`src/rtl/filt_window_addr_gen.sv`:
```
// Read-address generator for filter accelerators: emits one linear address per
// pixel (mode 0) or the full KxK neighbourhood per pixel in raster order (mode 1).
module filt_window_addr_gen #(
  parameter int ADDR_W = 32,
  parameter int K      = 3,
  parameter int GAP    = 1
) (
  input  logic              clk,
  input  logic              reset,
  input  logic              enable,
  input  logic              pause,
  input  logic              mode,
  input  logic [ADDR_W-1:0] filesize,
  input  logic [ADDR_W-1:0] row_width,
  output logic [ADDR_W-1:0] addr,
  output logic              valid,
  output logic              win_last,
  output logic              oob,
  output logic              done
);

  localparam int IDX_W = (K > 1) ? $clog2(K) : 1;
  localparam int GAP_W = (GAP > 0) ? $clog2(GAP + 1) : 1;
  localparam logic [IDX_W-1:0] K_M1     = IDX_W'(K - 1);
  localparam logic [GAP_W-1:0] GAP_LOAD = GAP_W'(GAP);

  typedef enum logic [1:0] {IDLE, STEP, GAPW, DONE} state_t;

  // After each issue the FSM either idles in GAPW or is immediately ready again.
  localparam state_t ISSUE_STATE = (GAP > 0) ? GAPW : STEP;

  state_t            state_q, state_d;
  logic              mode_q, mode_d;
  logic [ADDR_W-1:0] fs_q, fs_d;
  logic [ADDR_W-1:0] rw_q, rw_d;
  logic [ADDR_W-1:0] pix_q, pix_d;
  logic [ADDR_W-1:0] base_q, base_d;
  logic [IDX_W-1:0]  r_q, r_d;
  logic [IDX_W-1:0]  c_q, c_d;
  logic [GAP_W-1:0]  gap_q, gap_d;
  logic [ADDR_W-1:0] addr_d;
  logic              valid_d, win_last_d, oob_d, done_d;

  logic [IDX_W-1:0]  kx_m1, r_n, c_n;
  logic [ADDR_W-1:0] pix_n, base_n, addr_n;
  logic              last_issued;

  // Candidate next window position; base tracks r*row_width without a multiplier.
  always_comb begin : advance
    kx_m1  = mode_q ? K_M1 : '0;
    pix_n  = pix_q;
    base_n = base_q;
    r_n    = r_q;
    c_n    = c_q;
    if (c_q != kx_m1) begin
      c_n = c_q + IDX_W'(1);
    end else if (r_q != kx_m1) begin
      c_n    = '0;
      r_n    = r_q + IDX_W'(1);
      base_n = base_q + rw_q;
    end else begin
      c_n    = '0;
      r_n    = '0;
      base_n = '0;
      pix_n  = pix_q + ADDR_W'(1);
    end
    addr_n      = pix_n + base_n + ADDR_W'(c_n);
    last_issued = (pix_q == fs_q - ADDR_W'(1)) && (r_q == kx_m1) && (c_q == kx_m1);
  end

  always_comb begin : next_state
    // NOTE: every *_d gets a hold default before the case so no branch can infer a latch.
    state_d    = state_q;
    mode_d     = mode_q;
    fs_d       = fs_q;
    rw_d       = rw_q;
    pix_d      = pix_q;
    base_d     = base_q;
    r_d        = r_q;
    c_d        = c_q;
    gap_d      = gap_q;
    addr_d     = addr;
    valid_d    = 1'b0;
    win_last_d = win_last;
    oob_d      = oob;
    done_d     = done;

    case (state_q)
      IDLE: begin
        if (enable) begin
          mode_d = mode;
          fs_d   = filesize;
          rw_d   = row_width;
          pix_d  = '0;
          base_d = '0;
          r_d    = '0;
          c_d    = '0;
          if (filesize == '0) begin
            state_d = DONE;
            done_d  = 1'b1;
          end else begin
            addr_d     = '0;
            valid_d    = 1'b1;
            win_last_d = (mode == 1'b0) || (K_M1 == '0);
            oob_d      = 1'b0;
            gap_d      = GAP_LOAD;
            state_d    = ISSUE_STATE;
          end
        end
      end

      GAPW: begin
        gap_d = gap_q - GAP_W'(1);
        if (gap_q == GAP_W'(1)) state_d = STEP;
      end

      STEP: begin
        if (!pause) begin
          if (last_issued) begin
            state_d = DONE;
            done_d  = 1'b1;
          end else begin
            pix_d      = pix_n;
            base_d     = base_n;
            r_d        = r_n;
            c_d        = c_n;
            addr_d     = addr_n;
            valid_d    = 1'b1;
            win_last_d = (r_n == kx_m1) && (c_n == kx_m1);
            oob_d      = (addr_n >= fs_q);
            gap_d      = GAP_LOAD;
            state_d    = ISSUE_STATE;
          end
        end
      end

      DONE: done_d = 1'b1;

      default: state_d = IDLE;
    endcase
  end

  // NOTE: non-blocking assignments so every flop samples values from before the edge.
  always_ff @(posedge clk) begin
    if (reset || !enable) begin
      state_q  <= IDLE;
      mode_q   <= 1'b0;
      fs_q     <= '0;
      rw_q     <= '0;
      pix_q    <= '0;
      base_q   <= '0;
      r_q      <= '0;
      c_q      <= '0;
      gap_q    <= '0;
      addr     <= '1;
      valid    <= 1'b0;
      win_last <= 1'b0;
      oob      <= 1'b0;
      done     <= 1'b0;
    end else begin
      state_q  <= state_d;
      mode_q   <= mode_d;
      fs_q     <= fs_d;
      rw_q     <= rw_d;
      pix_q    <= pix_d;
      base_q   <= base_d;
      r_q      <= r_d;
      c_q      <= c_d;
      gap_q    <= gap_d;
      addr     <= addr_d;
      valid    <= valid_d;
      win_last <= win_last_d;
      oob      <= oob_d;
      done     <= done_d;
    end
  end

endmodule

```
`config.mk`:
```
export PLATFORM = sky130hd
export DESIGN_NAME = filt_window_addr_gen
export DESIGN_NICKNAME = d
export VERILOG_FILES = /design/src/rtl/filt_window_addr_gen.sv
export SDC_FILE = /design/constraint.sdc
export NUM_CORES = 1
export LEC_CHECK = 0
export CAP_MARGIN = 25
export CORE_UTILIZATION = 45
export DETAILED_ROUTE_END_ITERATION = 16
export DONT_BUFFER_PORTS = 1
export GPL_TIMING_DRIVEN = 0
export PLACE_DENSITY = 0.7
export SLEW_MARGIN = 25
export SYNTH_ARGS = -nofsm -noshare
export SYNTH_HDL_FRONTEND = slang
export SYNTH_SLANG_ARGS = --single-unit
```
`constraint.sdc`:
```
create_clock -name clk -period 9.5 [get_ports clk]
set_input_delay 1.9 -clock clk [delete_from_list [all_inputs] [get_ports clk]]
set_output_delay 1.9 -clock clk [all_outputs]
set_load 0.01 [all_outputs]
```
==> results by group <==
Place
  • Placed standard-cell area: 13000 um^2
  • Worst slack, placed: 1.41 ns
  • Routability congestion estimate: 0.951
  • IO buf count: 0
  • Post-detailed-placement half-perimeter wirelength: 28900 um

Setup path
  • Critical path's slowest cell: sky130_fd_sc_hd__a21oi_1
  • Element type at the critical path end: flop
  • Crit path largest cell delay: 0.70 ns
  • Critical Path RT: 9.80 ns
  • Library cell appearing most often on the critical path: sky130_fd_sc_hd__a21oi_1
  • Cell family with the largest share of critical-path delay: compound AO/OA/AOI/OAI gates
  • Type of origin of the critical path: flop
  • WS Path Type: reg -> reg
  • Bufs and invs on worst path: 1
  • CP max FO: 9
  • Data arrival, critical path: 8.58 ns

Route
  • Initial detailed-routing violation count: 941
  • # DRC: 0
  • Total Routed Length: 36700 um
  • Post-route ant nets: 0
  • Routed length per placed instance: 19.3 um
  • Routed via count: 11415
  • Number of iterations in the first detailed-routing pass: 5
  • Vias per inst: 6.02

Clocking
  • Worst-Skew Late Latency: 0.45 ns
  • TritonCTS clock tree: yes
  • # H-tree levels: 4
  • Post-CTS sizing: 0
  • Number of buffers added by the clock tree synthesis step: 17
  • Root buf cell: sky130_fd_sc_hd__clkbuf_16
  • Number of sinks on the clock net: 172
  • Post-cts hold buffer count: 0
  • Number of setup buffers added after CTS: 0
  • Buffers from clock root to sink, at most: 2
  • Clock input transition at the sequential cells of the worst setup and hold paths: 0.08 ns

Global route
  • Met2 usage: 41.2%
  • GRT Max-Usage Layer: met2
  • Wire length of the first global-routing pass: 57300 um
  • Met3 Usage GRT: 4.54%
  • Global Route met1 Usage: 35.0%
  • Remaining global-route overflow: 0
  • Largest net degree at the start of global routing: 17
  • Overall routing resource usage: 25.8%
  • Number of antenna violations at the first check in global routing: 0
  • Number of global-route vias before repair: 10817

Synthesis
  • Share of synthesized registers carrying an async set or reset: 0%
  • #FFs+latches synth: 172
  • Share of the yosys chip area belonging to registers: 27.5%
  • Average cell area after synthesis: 8.38 um^2
  • Prevailing post-synth register cell: sky130_fd_sc_hd__dfxtp_1
  • Post-Syn Nets: 1695
  • Total standard cell area after synthesis: 12500 um^2
  • Number of distinct library cells after synthesis: 72
  • Cells after synthesis: 1493
  • Leading cell types by total area after synthesis: sky130_fd_sc_hd__dfxtp_1 (28%), sky130_fd_sc_hd__ha_1 (13%), sky130_fd_sc_hd__mux2i_1 (5.8%), sky130_fd_sc_hd__xnor2_1 (5.5%), sky130_fd_sc_hd__nor2_1 (4.4%)
  • Share of the synthesized area in the top cell type: 27.5%
  • Yosys synthesis warning count: 0
  • Cell accounting for the most synthesized area: sky130_fd_sc_hd__dfxtp_1
  • Number of enable flip-flop cells after synthesis: 0

Power and ir drop
  • Maximum VDD drop: 0.000115 V
  • Relative contribution of combinational cells to total power: 13.0%
  • Leak pwr: 0.00615 uW
  • Total net switching power: 483 uW
  • Switching share of power: 28.2%
  • Fraction of power consumed by the clock network: 41.9%
  • Share of power burned in registers: 45.1%
  • Overall Power: 1710 uW
  • Internal power of the cells: 1230 uW
  • Cell area power density: 126 nW/um^2

Floorplanning
  • Die Y-Extent: 169 um
  • Area inside the core boundary: 27100 um^2
  • Die area: 28500 um^2
  • Total I/O pin count: 105
  • Die X: 169 um
  • Site row count: 60
  • Effective utilization at floorplan: 46.2%

Final layout
  • Layout cell share with drive strength beyond 1: 3.74%
  • Utilization after layout: 50.1%
  • Number of antenna cells inserted: 0
  • Layout Cell Area excl Fill: 13600 um^2
  • Filler Cell Count: 2633
  • Final net count: 1714
  • Area added between synthesis and finish: 8.46%

Timing
  • Period utilization: 87.1%
  • Unrepaired setup endpoints after global routing: false
  • Final Slew Violations: 0
  • Setup TNS after final layout: 0 ns
  • Post-route worst setup slack: 1.22 ns
  • Clock Skews: 0.0167 ns
  • Number of setup violations in the final report: 0
  • Actual slew at the worst max-slew pin: 1.12 ns
  • Maximum operating frequency: 121 MHz
  • Slew HR: 25.6%
  • Post-layout min period: 8.28 ns
  • Final Hold Fails: 0

Outcome
  • Status: finished clean

Hold path
  • Class of the tightest hold or removal check: reg -> reg

Flow run
  • Count of maximum capacitance violations: 0
[logic make-up after synthesis]
| family | synth area share, % |
|---|---|
| XOR/XNOR | 8.61 |
| flip-flops | 27.5 |
| adder cells (fa/ha/maj) | 13.5 |
| AND/OR/NAND/NOR | 18.3 |
| multiplexers | 5.93 |
| AO/OA/AOI/OAI | 21.7 |
| buffers and inverters | 4.41 |
[cell type report]
cell class / instances / area (um^2) / area share (%)
clock inverter: 12 / 140 / 1.03
inverter: 61 / 229 / 1.69
clock buffer: 20 / 447 / 3.29
buffer: 78 / 323 / 2.38
sequential: 172 / 3440 / 25.4
multi-input combinational: 1182 / 8520 / 62.8
tap: 372 / 465 / 3.43
[path summary, 6_finish.rpt]
path	start	to	slack [ns]	depth (start not counted)
worst max-delay path	mode_q	oob	1.22	29
worst max register to register	mode_q	oob	1.22	29
worst min register to register	base_q[0]	base_q[0]	0.49	2
worst min-delay path	base_q[0]	base_q[0]	0.49	2
[synth_stat cells, types with 12 or more instances]
master and n:
sky130_fd_sc_hd__ha_1 129, sky130_fd_sc_hd__nand4_1 26, sky130_fd_sc_hd__nand3_1 54, sky130_fd_sc_hd__nand2b_1 14
sky130_fd_sc_hd__clkbuf_1 62, sky130_fd_sc_hd__nor3_1 21, sky130_fd_sc_hd__mux2i_1 73, sky130_fd_sc_hd__a21oi_1 80
sky130_fd_sc_hd__a22o_1 40, sky130_fd_sc_hd__xnor2_1 78, sky130_fd_sc_hd__nor2_1 146, sky130_fd_sc_hd__dfxtp_1 172
sky130_fd_sc_hd__a211oi_1 15, sky130_fd_sc_hd__inv_1 61, sky130_fd_sc_hd__xor2_1 45, sky130_fd_sc_hd__nand2_1 94
sky130_fd_sc_hd__o21ai_0 76, sky130_fd_sc_hd__a221o_1 36, sky130_fd_sc_hd__nor4_1 24, sky130_fd_sc_hd__and3_1 19
sky130_fd_sc_hd__o211ai_1 16, sky130_fd_sc_hd__o31ai_1 12, sky130_fd_sc_hd__a21o_1 34, sky130_fd_sc_hd__or3_1 18
[cell usage in the layout, fill, tap and decap left out, types with 36 or more instances in the layout]
master,n
sky130_fd_sc_hd__mux2i_1,73
sky130_fd_sc_hd__clkbuf_1,64
sky130_fd_sc_hd__a21oi_1,80
sky130_fd_sc_hd__nand2_1,94
sky130_fd_sc_hd__xnor2_1,78
sky130_fd_sc_hd__a221o_1,36
sky130_fd_sc_hd__ha_1,129
sky130_fd_sc_hd__nor2_1,146
sky130_fd_sc_hd__inv_1,61
sky130_fd_sc_hd__o21ai_0,76
sky130_fd_sc_hd__a22o_1,40
sky130_fd_sc_hd__xor2_1,45
sky130_fd_sc_hd__dfxtp_1,172
sky130_fd_sc_hd__nand3_1,54
[metal layers]
layer  wire length, um  vias up
met4              1050        0
met2             16100      411
met1             16800     5414
met3              2720       61
met5                 0        -
li1                  -     5529
[power by group through the flow]
stage	clock [uW]	combinational, uW	sequential (uW)
floorplan	0	167	779
global placement	0	217	787
detailed placement	0	219	788
CTS	722	221	771
global route	747	245	774
finish	717	223	772
[tightest hold or removal path: cells and delay by family, from the launching register on]
| kind | cells | cell delay, ns |
|---|---|---|
| flip-flops | 1 | 0.33 |
| AND/OR/NAND/NOR | 1 | 0.06 |
| AO/OA/AOI/OAI | 1 | 0.06 |
[state kept, by name (all words and copies together), names as in the netlist]
signal    count
done          1
oob           1
rw_q         32
fs_q         32
base_q       32
gap_q         1
c_q           2
valid         1
win_last      1
mode_q        1
state_q       2
pix_q        32
r_q           2
addr         32
[per-stage QoR]
stage / hold WS [ns] / instances
floorplan: 0.451 / 1493
global placement: 0.468 / 1865
detailed placement: 0.471 / 1865
CTS: 0.481 / 1897
global route: 0.514 / 1897
finish: 0.491 / 1897
Note: power is estimated with default switching activity, not from simulation.
==> edit, RTL diff (same settings) <==
Put one more register stage on the output `oob`, without a reset. The value now appears one clock later. The other outputs are not delayed to match.
--- a/src/rtl/filt_window_addr_gen.sv
+++ b/src/rtl/filt_window_addr_gen.sv
@@ -28,6 +28,8 @@
 
   // After each issue the FSM either idles in GAPW or is immediately ready again.
   localparam state_t ISSUE_STATE = (GAP > 0) ? GAPW : STEP;
+
+  logic oob_s0;
 
   state_t            state_q, state_d;
   logic              mode_q, mode_d;
@@ -82,7 +84,7 @@
     addr_d     = addr;
     valid_d    = 1'b0;
     win_last_d = win_last;
-    oob_d      = oob;
+    oob_d      = oob_s0;
     done_d     = done;
 
     case (state_q)
@@ -155,7 +157,7 @@
       addr     <= '1;
       valid    <= 1'b0;
       win_last <= 1'b0;
-      oob      <= 1'b0;
+      oob_s0   <= 1'b0;
       done     <= 1'b0;
     end else begin
       state_q  <= state_d;
@@ -170,10 +172,14 @@
       addr     <= addr_d;
       valid    <= valid_d;
       win_last <= win_last_d;
-      oob      <= oob_d;
+      oob_s0   <= oob_d;
       done     <= done_d;
     end
   end
 
+  always_ff @(posedge clk) begin
+    oob <= oob_s0;
+  end
+
 endmodule
 
Formal check against the unedited RTL: not equivalent (a bounded check fails within 4 cycles, from zero or initial values).
==> edit against the unedited design <==
Synthesized cell count is 8.6% higher; clock power decreased by 3.2%; cell area increased by 4.6%; global-route usage up 1.5 points; power rose by 1.3%; combinational power is 19% higher; area after synthesis rose by 5.2%; sequential cell count grew 1; worst setup slack got worse by 120 ps; critical path depth fell by 1; routed wire length is 13% higher; utilization decreased by 0.61 points; count of clock-buffer cells in the layout shrank 2; critical path type unchanged; largest power group unchanged.
==> edit: results (changes against the unedited design) <==
INFO  metric clk_latency = 470 ps (was 450 ps)
INFO  metric place.port_buffers = 0 (unchanged)
INFO  metric irDropWorstVdd = 0.147 mV (was 0.115 mV)
INFO  metric detailed_place_hpwl = 32800 microns (was 28900 microns)
INFO  metric final_nets = 1843 (was 1714)
INFO  metric slew_headroom = 0.339 (was 0.256)
INFO  metric postSynthCellCount = 1622 (was 1493)
INFO  metric critPathArrivalTime = 8760 ps (was 8580 ps)
INFO  metric max_cap_violations = 0 (unchanged)
INFO  metric post_drt_wl_per_cell = 20.4 microns (was 19.3 microns)
INFO  metric status = complete, no violations (unchanged)
INFO  metric critical-path-slowest-cell = sky130_fd_sc_hd__nor3_1 (was sky130_fd_sc_hd__a21oi_1)
INFO  metric post_cts_setup_driven_buffer_insertion_count = 0 (unchanged)
INFO  metric global_route_wire_length_before_repair = 64200 microns (was 57300 microns)
INFO  metric numPlacedInstances = 2006 (was 1865)
INFO  metric ys_seq_area_frac = 0.263 (was 0.275)
INFO  metric drive_above_1_share = 0.0478 (was 0.0374)
INFO  metric yosys_warnings = 0 (unchanged)
INFO  metric place_congestion = 0.979 (was 0.951)
INFO  metric pin_count_of_the_biggest_net_entering_global_routing = 18 (was 17)
INFO  metric num_vias = 12500 (was 11400)
INFO  metric leakage = 6.32 nW (was 6.15 nW)
INFO  metric timing.critical_path.fanout_max = 10 (was 9)
INFO  metric drt_pass1_iterations = 6 (was 5)
INFO  metric fin_worst_skew = 13.7 ps (was 16.7 ps)
INFO  metric cts-htree-levels = 4 (unchanged)
INFO  metric ys_types = 82 (was 72)
INFO  metric diodes = 0 (unchanged)
INFO  metric synthTopCellsByCount = sky130_fd_sc_hd__dfxtp_1 (173), sky130_fd_sc_hd__nor2_1 (151), sky130_fd_sc_hd__nand2_1 (133) (was sky130_fd_sc_hd__dfxtp_1 (172), sky130_fd_sc_hd__nor2_1 (146), sky130_fd_sc_hd__ha_1 (129))
INFO  metric critPathTopFamily = simple AND/OR/NAND/NOR gates (was compound AO/OA/AOI/OAI gates)
INFO  metric grt_use_total = 0.273 (was 0.258)
INFO  metric detailedRoute.firstIterationViolations = 1213 (was 941)
INFO  metric most_area_consuming_cells_after_synthesis = sky130_fd_sc_hd__dfxtp_1 (26%), sky130_fd_sc_hd__ha_1 (12%), sky130_fd_sc_hd__mux2i_1 (5.7%) (was sky130_fd_sc_hd__dfxtp_1 (28%), sky130_fd_sc_hd__ha_1 (13%), sky130_fd_sc_hd__mux2i_1 (5.8%))
INFO  metric totalWireLength = 41500 microns (was 36700 microns)
INFO  metric dominantRegCellSynth = sky130_fd_sc_hd__dfxtp_1 (unchanged)
INFO  metric max_stage_delay = 660 ps (was 700 ps)
-- edit: cell type report --
class	instances	area, sq um
Clock buffer	18	429
Sequential cell	173	3460
Inverter	64	240
Buffer	95	403
Clock inverter	14	121
Tap cell	384	480
Multi-Input combinational cell	1290	9050
Fill cell	2788	14500
-- edit: stage by stage --
step	cell area (sq um)	utilization	power, mW	setup WS [ps]
2_1_floorplan	13200	-	0.973	3110
3_3_place_gp	13600	0.475	1.04	1400
3_5_place_dp	13600	0.475	1.05	1320
4_1_cts	14200	0.494	1.74	1270
5_1_grt	14200	0.494	1.79	555
6_report	14200	0.494	1.73	1100
-- edit: final timing paths --
path                            startpoint      to  slack [ps]  depth (start not counted)
worst max register to register      mode_q  oob_s0        1100                         28
worst max-delay path                mode_q  oob_s0        1100                         28
worst min-delay path                oob_s0     oob         430                          0
worst min register to register      oob_s0     oob         430                          0
-- edit: logic make-up (layout without fill, tap and decap cells) --
| group | after synthesis | after routing | share of synthesized area |
|---|---|---|---|
| simple gates | 555 | 555 | 0.211 |
| compound gates | 410 | 410 | 0.212 |
| flops | 173 | 173 | 0.263 |
| buf+inv | 159 | 191 | 0.0489 |
| fa+ha+maj | 133 | 133 | 0.129 |
| xor+xnor | 116 | 116 | 0.0782 |
| mux | 76 | 76 | 0.0579 |
-- edit: metal layers --
layer,wire length (microns),GRT usage,vias to the layer above
li1,-,-,5978
met1,18500,0.361,5980
met2,18900,0.443,433
met3,2840,0.0479,70
met4,1250,0.103,0
met5,0,0,-
-- edit: where the power goes --
group          switching [mW]  internal, mW  total (mW)
Sequential             0.0254         0.748       0.773
Combinational           0.171        0.0957       0.266
Clock                   0.350         0.344       0.694
Total                   0.546          1.19        1.73
